**src/rtl/settings_readback_writer.sv**
```systemverilog
// Serialises the five persistent settings into the buffer RAM as command/value
// word pairs (optionally zero-terminated) so a dump can be replayed verbatim.
module settings_readback_writer #(
  parameter logic [10:0] BASE_ADDR       = 11'd0,
  parameter bit          EMIT_TERMINATOR = 1'b1
) (
  input  logic        clk,
  input  logic        rst,
  input  logic        start,
  input  logic [2:0]  sel_cmd,
  output logic        busy,
  output logic        done,
  output logic        error,
  output logic [10:0] word_count,
  input  logic [31:0] set_max_row,
  input  logic [31:0] set_max_col,
  input  logic [31:0] set_data_min,
  input  logic [31:0] set_data_max,
  input  logic [31:0] set_countdown,
  output logic        buf_wr_en,
  output logic [10:0] buf_wr_addr,
  output logic [31:0] buf_wr_data,
  input  logic        buf_wr_ready
);

  typedef enum logic [2:0] {
    S_IDLE,
    S_SNAPSHOT,
    S_WR_CMD,
    S_WR_VAL,
    S_WR_TERM,
    S_FINISH
  } state_t;

  state_t      state_q;
  logic [2:0]  sel_q;
  logic [2:0]  code_q;
  logic        dump_all_q;
  logic [10:0] ptr_q;
  logic [31:0] snap_q [1:5];
  logic [31:0] set_vec [1:5];

  logic        busy_q;
  logic        done_q;
  logic        error_q;
  logic [10:0] word_count_q;
  logic        wr_en_q;
  logic [10:0] wr_addr_q;
  logic [31:0] wr_data_q;

  logic [10:0] ptr_d;
  logic [2:0]  code_d;
  logic [31:0] snap_val;
  logic        accept;

  // Index the live settings by their command code so capture is a simple loop.
  assign set_vec[1] = set_max_row;
  assign set_vec[2] = set_max_col;
  assign set_vec[3] = set_data_min;
  assign set_vec[4] = set_data_max;
  assign set_vec[5] = set_countdown;

  assign ptr_d  = ptr_q + 11'd1;
  assign code_d = code_q + 3'd1;
  assign accept = wr_en_q & buf_wr_ready;

  always_comb begin
    snap_val = 32'd0;
    case (code_q)
      3'd1:    snap_val = snap_q[1];
      3'd2:    snap_val = snap_q[2];
      3'd3:    snap_val = snap_q[3];
      3'd4:    snap_val = snap_q[4];
      3'd5:    snap_val = snap_q[5];
      default: snap_val = 32'd0;
    endcase
  end

  always_ff @(posedge clk or posedge rst) begin
    if (rst) begin
      state_q      <= S_IDLE;
      sel_q        <= 3'd0;
      code_q       <= 3'd0;
      dump_all_q   <= 1'b0;
      ptr_q        <= 11'd0;
      for (int i = 1; i <= 5; i++) snap_q[i] <= 32'd0;
      busy_q       <= 1'b0;
      done_q       <= 1'b0;
      error_q      <= 1'b0;
      word_count_q <= 11'd0;
      wr_en_q      <= 1'b0;
      wr_addr_q    <= 11'd0;
      wr_data_q    <= 32'd0;
    end else begin
      done_q  <= 1'b0;
      error_q <= 1'b0;
      case (state_q)
        S_IDLE: begin
          if (start) begin
            if (sel_cmd >= 3'd6) begin
              error_q <= 1'b1;
            end else begin
              sel_q   <= sel_cmd;
              busy_q  <= 1'b1;
              state_q <= S_SNAPSHOT;
            end
          end
        end

        S_SNAPSHOT: begin
          for (int i = 1; i <= 5; i++) snap_q[i] <= set_vec[i];
          dump_all_q <= (sel_q == 3'd0);
          code_q     <= (sel_q == 3'd0) ? 3'd1 : sel_q;
          ptr_q      <= BASE_ADDR;
          wr_en_q    <= 1'b1;
          wr_addr_q  <= BASE_ADDR;
          wr_data_q  <= {29'd0, (sel_q == 3'd0) ? 3'd1 : sel_q};
          state_q    <= S_WR_CMD;
        end

        S_WR_CMD: begin
          if (accept) begin
            ptr_q     <= ptr_d;
            wr_addr_q <= ptr_d;
            wr_data_q <= snap_val;
            state_q   <= S_WR_VAL;
          end
        end

        S_WR_VAL: begin
          if (accept) begin
            ptr_q <= ptr_d;
            if (dump_all_q && (code_q < 3'd5)) begin
              code_q    <= code_d;
              wr_addr_q <= ptr_d;
              wr_data_q <= {29'd0, code_d};
              state_q   <= S_WR_CMD;
            end else if (EMIT_TERMINATOR) begin
              wr_addr_q <= ptr_d;
              wr_data_q <= 32'd0;
              state_q   <= S_WR_TERM;
            end else begin
              wr_en_q <= 1'b0;
              state_q <= S_FINISH;
            end
          end
        end

        S_WR_TERM: begin
          if (accept) begin
            ptr_q   <= ptr_d;
            wr_en_q <= 1'b0;
            state_q <= S_FINISH;
          end
        end

        S_FINISH: begin
          // Modulo-2048 difference stays correct when the buffer wraps past 2047.
          word_count_q <= ptr_q - BASE_ADDR;
          done_q       <= 1'b1;
          busy_q       <= 1'b0;
          state_q      <= S_IDLE;
        end

        default: begin
          wr_en_q <= 1'b0;
          busy_q  <= 1'b0;
          state_q <= S_IDLE;
        end
      endcase
    end
  end

  assign busy        = busy_q;
  assign done        = done_q;
  assign error       = error_q;
  assign word_count  = word_count_q;
  assign buf_wr_en   = wr_en_q;
  assign buf_wr_addr = wr_addr_q;
  assign buf_wr_data = wr_data_q;

endmodule
```
**config.mk**
```make
export PLATFORM = sky130hd
export DESIGN_NAME = settings_readback_writer
export DESIGN_NICKNAME = d
export VERILOG_FILES = /design/src/rtl/settings_readback_writer.sv
export SDC_FILE = /design/constraint.sdc
export NUM_CORES = 1
export LEC_CHECK = 0
export ABC_AREA = 1
export CAP_MARGIN = 20
export CORE_MARGIN = 10
export CORE_UTILIZATION = 55
export DETAILED_ROUTE_END_ITERATION = 12
export PLACE_DENSITY = 0.85
export SLEW_MARGIN = 25
export SYNTH_ARGS = -nofsm -noshare
export SYNTH_HDL_FRONTEND = slang
export SYNTH_SLANG_ARGS = --single-unit
export TNS_END_PERCENT = 20
```
**constraint.sdc**
```tcl
create_clock -name clk -period 23.6 [get_ports clk]
set_input_delay 4.72 -clock clk [delete_from_list [all_inputs] [get_ports clk]]
set_output_delay 4.72 -clock clk [all_outputs]
set_load 0.03 [all_outputs]
```
==> results.tsv <==
metric	value	unit
cp_slowest_cell	nor2_4	
tns	0	ns
grt_pass1_wl	47700	um
synth_warnings	0	
async_flop_share	1.00	
cts_buffers	25	
antenna_found_initial	3	
place_area	0.0129	sq mm
synth_seq_cells	239	
first_pass_iters	5	
rsz0062_at_grt	false	
p_leak	6.94	nW
maxCapViolCount	0	
clockRootBuffer	clkbuf_16	
clockBufferDepth	3	
hold_viol	0	
hpwl	20300	um
clock_skew	0.0125	ns
status	finished clean	
maxSlewViolCount	0	
num-nets-final	1718	
holdBufCountCts	0	
placement.io_buffers	224	
cts_tree	built	
crit_buf_inv	3	
synthFlopType	dfrtp_1	
vias	9401	
gp_congestion	0.927	
ys_types	29	
hold_path_class	flop to flop	
critical_path.top_delay_family	simple AND/OR/NAND/NOR gates	
die_w	159	um
mostFrequentLayoutCell	nand2_1	
finalWirelength	29300	um
initial_utilization	0.563	
drive_above_1_share	0.0397	
endpoint_kind	flop	
cts_setup_buffers	0	
synth_cells	1347	
slowest_delay	0.74	ns
overflow	0	
h-tree-depth	1	
required	24.05	ns
antenna_left	0	
drc	0	
peakVddDrop	0.0642	mV
die-area	0.0252	sq mm
first_iter_violations	771	
timing.final.crit_share	0.275	
fin_area	0.0138	sq mm
wl_per_cell	16.1	um
grt_start_max_net_pins	160	
num_rows	50	
cp-start-kind	input pin	
area_growth	30.5	%
crit_arrival	6.94	ns
clk_pin_slew	0.06	ns
synth_seq_area_share	0.564	
vias_per_cell	5.16	
syn_area	0.0106	sq mm
worstSetupPathType	input pin to flop	
synth_nets	1520	
cp_max_fo	41	
first_global_vias	9361	
ioPinCount	225	
cts_sinks	239	
path_cells	clkdlybuf4s50_1 > nand2_1 > inv_1 > nand2_2 > nand2_4 > inv_2 > nor2_4 > nand2_1 > nand2_1	
finalSetupViolCount	0	
ctsResizeCount	0	
die_h	159	um
period_needed	6.49	ns
most-common-layout-cells	nand2_1 (725), dfrtp_1 (239), clkdlybuf4s50_1 (224)	
avgSynthCellArea	7.87	sq um
p_per_area	126	mW/mm^2
fmax	0.154	GHz
slew-limit-headroom	0.288	
crit_top_cell	nand2_1	
worstMarginPinSlew	1.07	ns
fillers	1428	
grt_usage	0.226	
clk_latency	0.52	ns
synth-edff-count	0	
coreArea	0.0188	sq mm
[registers in the layout, summed over array words and instances, names as in the netlist]
signal	count
busy	1
ptr_q	11
dump_all_q	1
buf_wr_data	32
buf_wr_en	1
word_count	11
done	1
sel_q	3
code_q	3
state_q	3
buf_wr_addr	11
error	1
snap_q	160
[where the power goes]
part / total (W) / leakage [nW] / internal, W / switching (W)
Clock: 0.000420 / 0.433 / 0.000261 / 0.000159
Combinational: 0.000648 / 3.47 / 0.000215 / 0.000433
Sequential: 0.000671 / 3.03 / 0.000578 / 0.0000929
Total: 0.00174 / 6.94 / 0.00105 / 0.000685
[logic make-up after synthesis]
kind of cell / count (synthesis) / synth area share
and+or+nand+nor: 830 / 0.310
AOI/OAI and AO/OA: 105 / 0.0521
adders and majority gates: 6 / 0.00709
buffers and inverters: 163 / 0.0634
DFF: 239 / 0.564
xor gates and xnor gates: 4 / 0.00331
[layout make-up]
| cell class | instances | area, sq um | area share |
|---|---|---|---|
| Clock inverter | 10 | 183 | 0.0132 |
| Clock buffer | 33 | 696 | 0.0503 |
| Sequential cell | 239 | 5980 | 0.432 |
| Inverter | 106 | 415 | 0.0300 |
| Multi-Input combinational cell | 945 | 3950 | 0.286 |
| Antenna cell | 2 | 5.00 | 0.000362 |
| Tap cell | 260 | 325 | 0.0235 |
| Timing Repair Buffer | 228 | 2280 | 0.165 |
[path summary, 6_finish.rpt]
check,from,end,slack (ns),cells past startpoint
min in group asynchronous,rst,snap_q[72]$_DFFE_PP0P_,4.71,2
worst max-delay path,buf_wr_ready,buf_wr_data[28]$_DFFE_PP0P_,17.11,9
worst min register to register,snap_q[154]$_DFFE_PP0P_,snap_q[154]$_DFFE_PP0P_,0.48,2
worst min-delay path,snap_q[154]$_DFFE_PP0P_,snap_q[154]$_DFFE_PP0P_,0.48,2
worst max register to register,state_q[2]$_DFFE_PP0P_,snap_q[49]$_DFFE_PP0P_,20.58,6
max in group asynchronous,rst,snap_q[10]$_DFFE_PP0P_,17.60,3
[synthesized netlist by cell type, types with 2 or more instances]
master / count / area (sq um)
nand3_2: 2 / 20.0
dfrtp_1: 239 / 5980
ha_1: 6 / 75.1
nor3_1: 4 / 20.0
nand3_1: 30 / 150
nand3b_1: 2 / 15.0
buf_2: 33 / 165
xor2_1: 3 / 26.3
nor2_2: 2 / 12.5
inv_2: 7 / 26.3
buf_6: 2 / 22.5
buf_1: 6 / 22.5
o21ai_0: 79 / 395
nand4_1: 24 / 150
nor2_4: 2 / 22.5
nand2_4: 2 / 22.5
clkbuf_1: 15 / 56.3
nor2_1: 34 / 128
a21oi_1: 6 / 30.0
nand2_1: 725 / 2720
o22ai_1: 18 / 113
nand2_2: 2 / 12.5
inv_1: 98 / 368
[routing by layer]
| metal | global-route usage | wire length, um |
|---|---|---|
| met5 | 0 | 13 |
| met3 | 0.0584 | 2560 |
| met4 | 0.0668 | 793 |
| met2 | 0.373 | 14100 |
| met1 | 0.287 | 11900 |
[metrics by stage]
stage / utilization / hold WS, ns / std cells / setup WS, ns / power (W)
after floorplan: - / 0.448 / 1347 / 12.32 / 0.00111
after global placement: 0.687 / 0.461 / 1778 / 16.53 / 0.00129
after detailed placement: 0.687 / 0.465 / 1778 / 16.48 / 0.00132
after CTS: 0.734 / 0.482 / 1821 / 17.03 / 0.00174
after global routing: 0.734 / 0.494 / 1823 / 16.88 / 0.00186
final: 0.734 / 0.478 / 1823 / 17.11 / 0.00174
[worst register-to-register path, stage by stage, from the launching register on]
cell	delay, ns
dfrtp_1	0.50
inv_2	0.16
nand3_4	0.43
inv_6	0.66
buf_4	0.83
nand2_1	0.26
nand2_1	0.11
No activity file was read; power rests on OpenSTA's default activity.
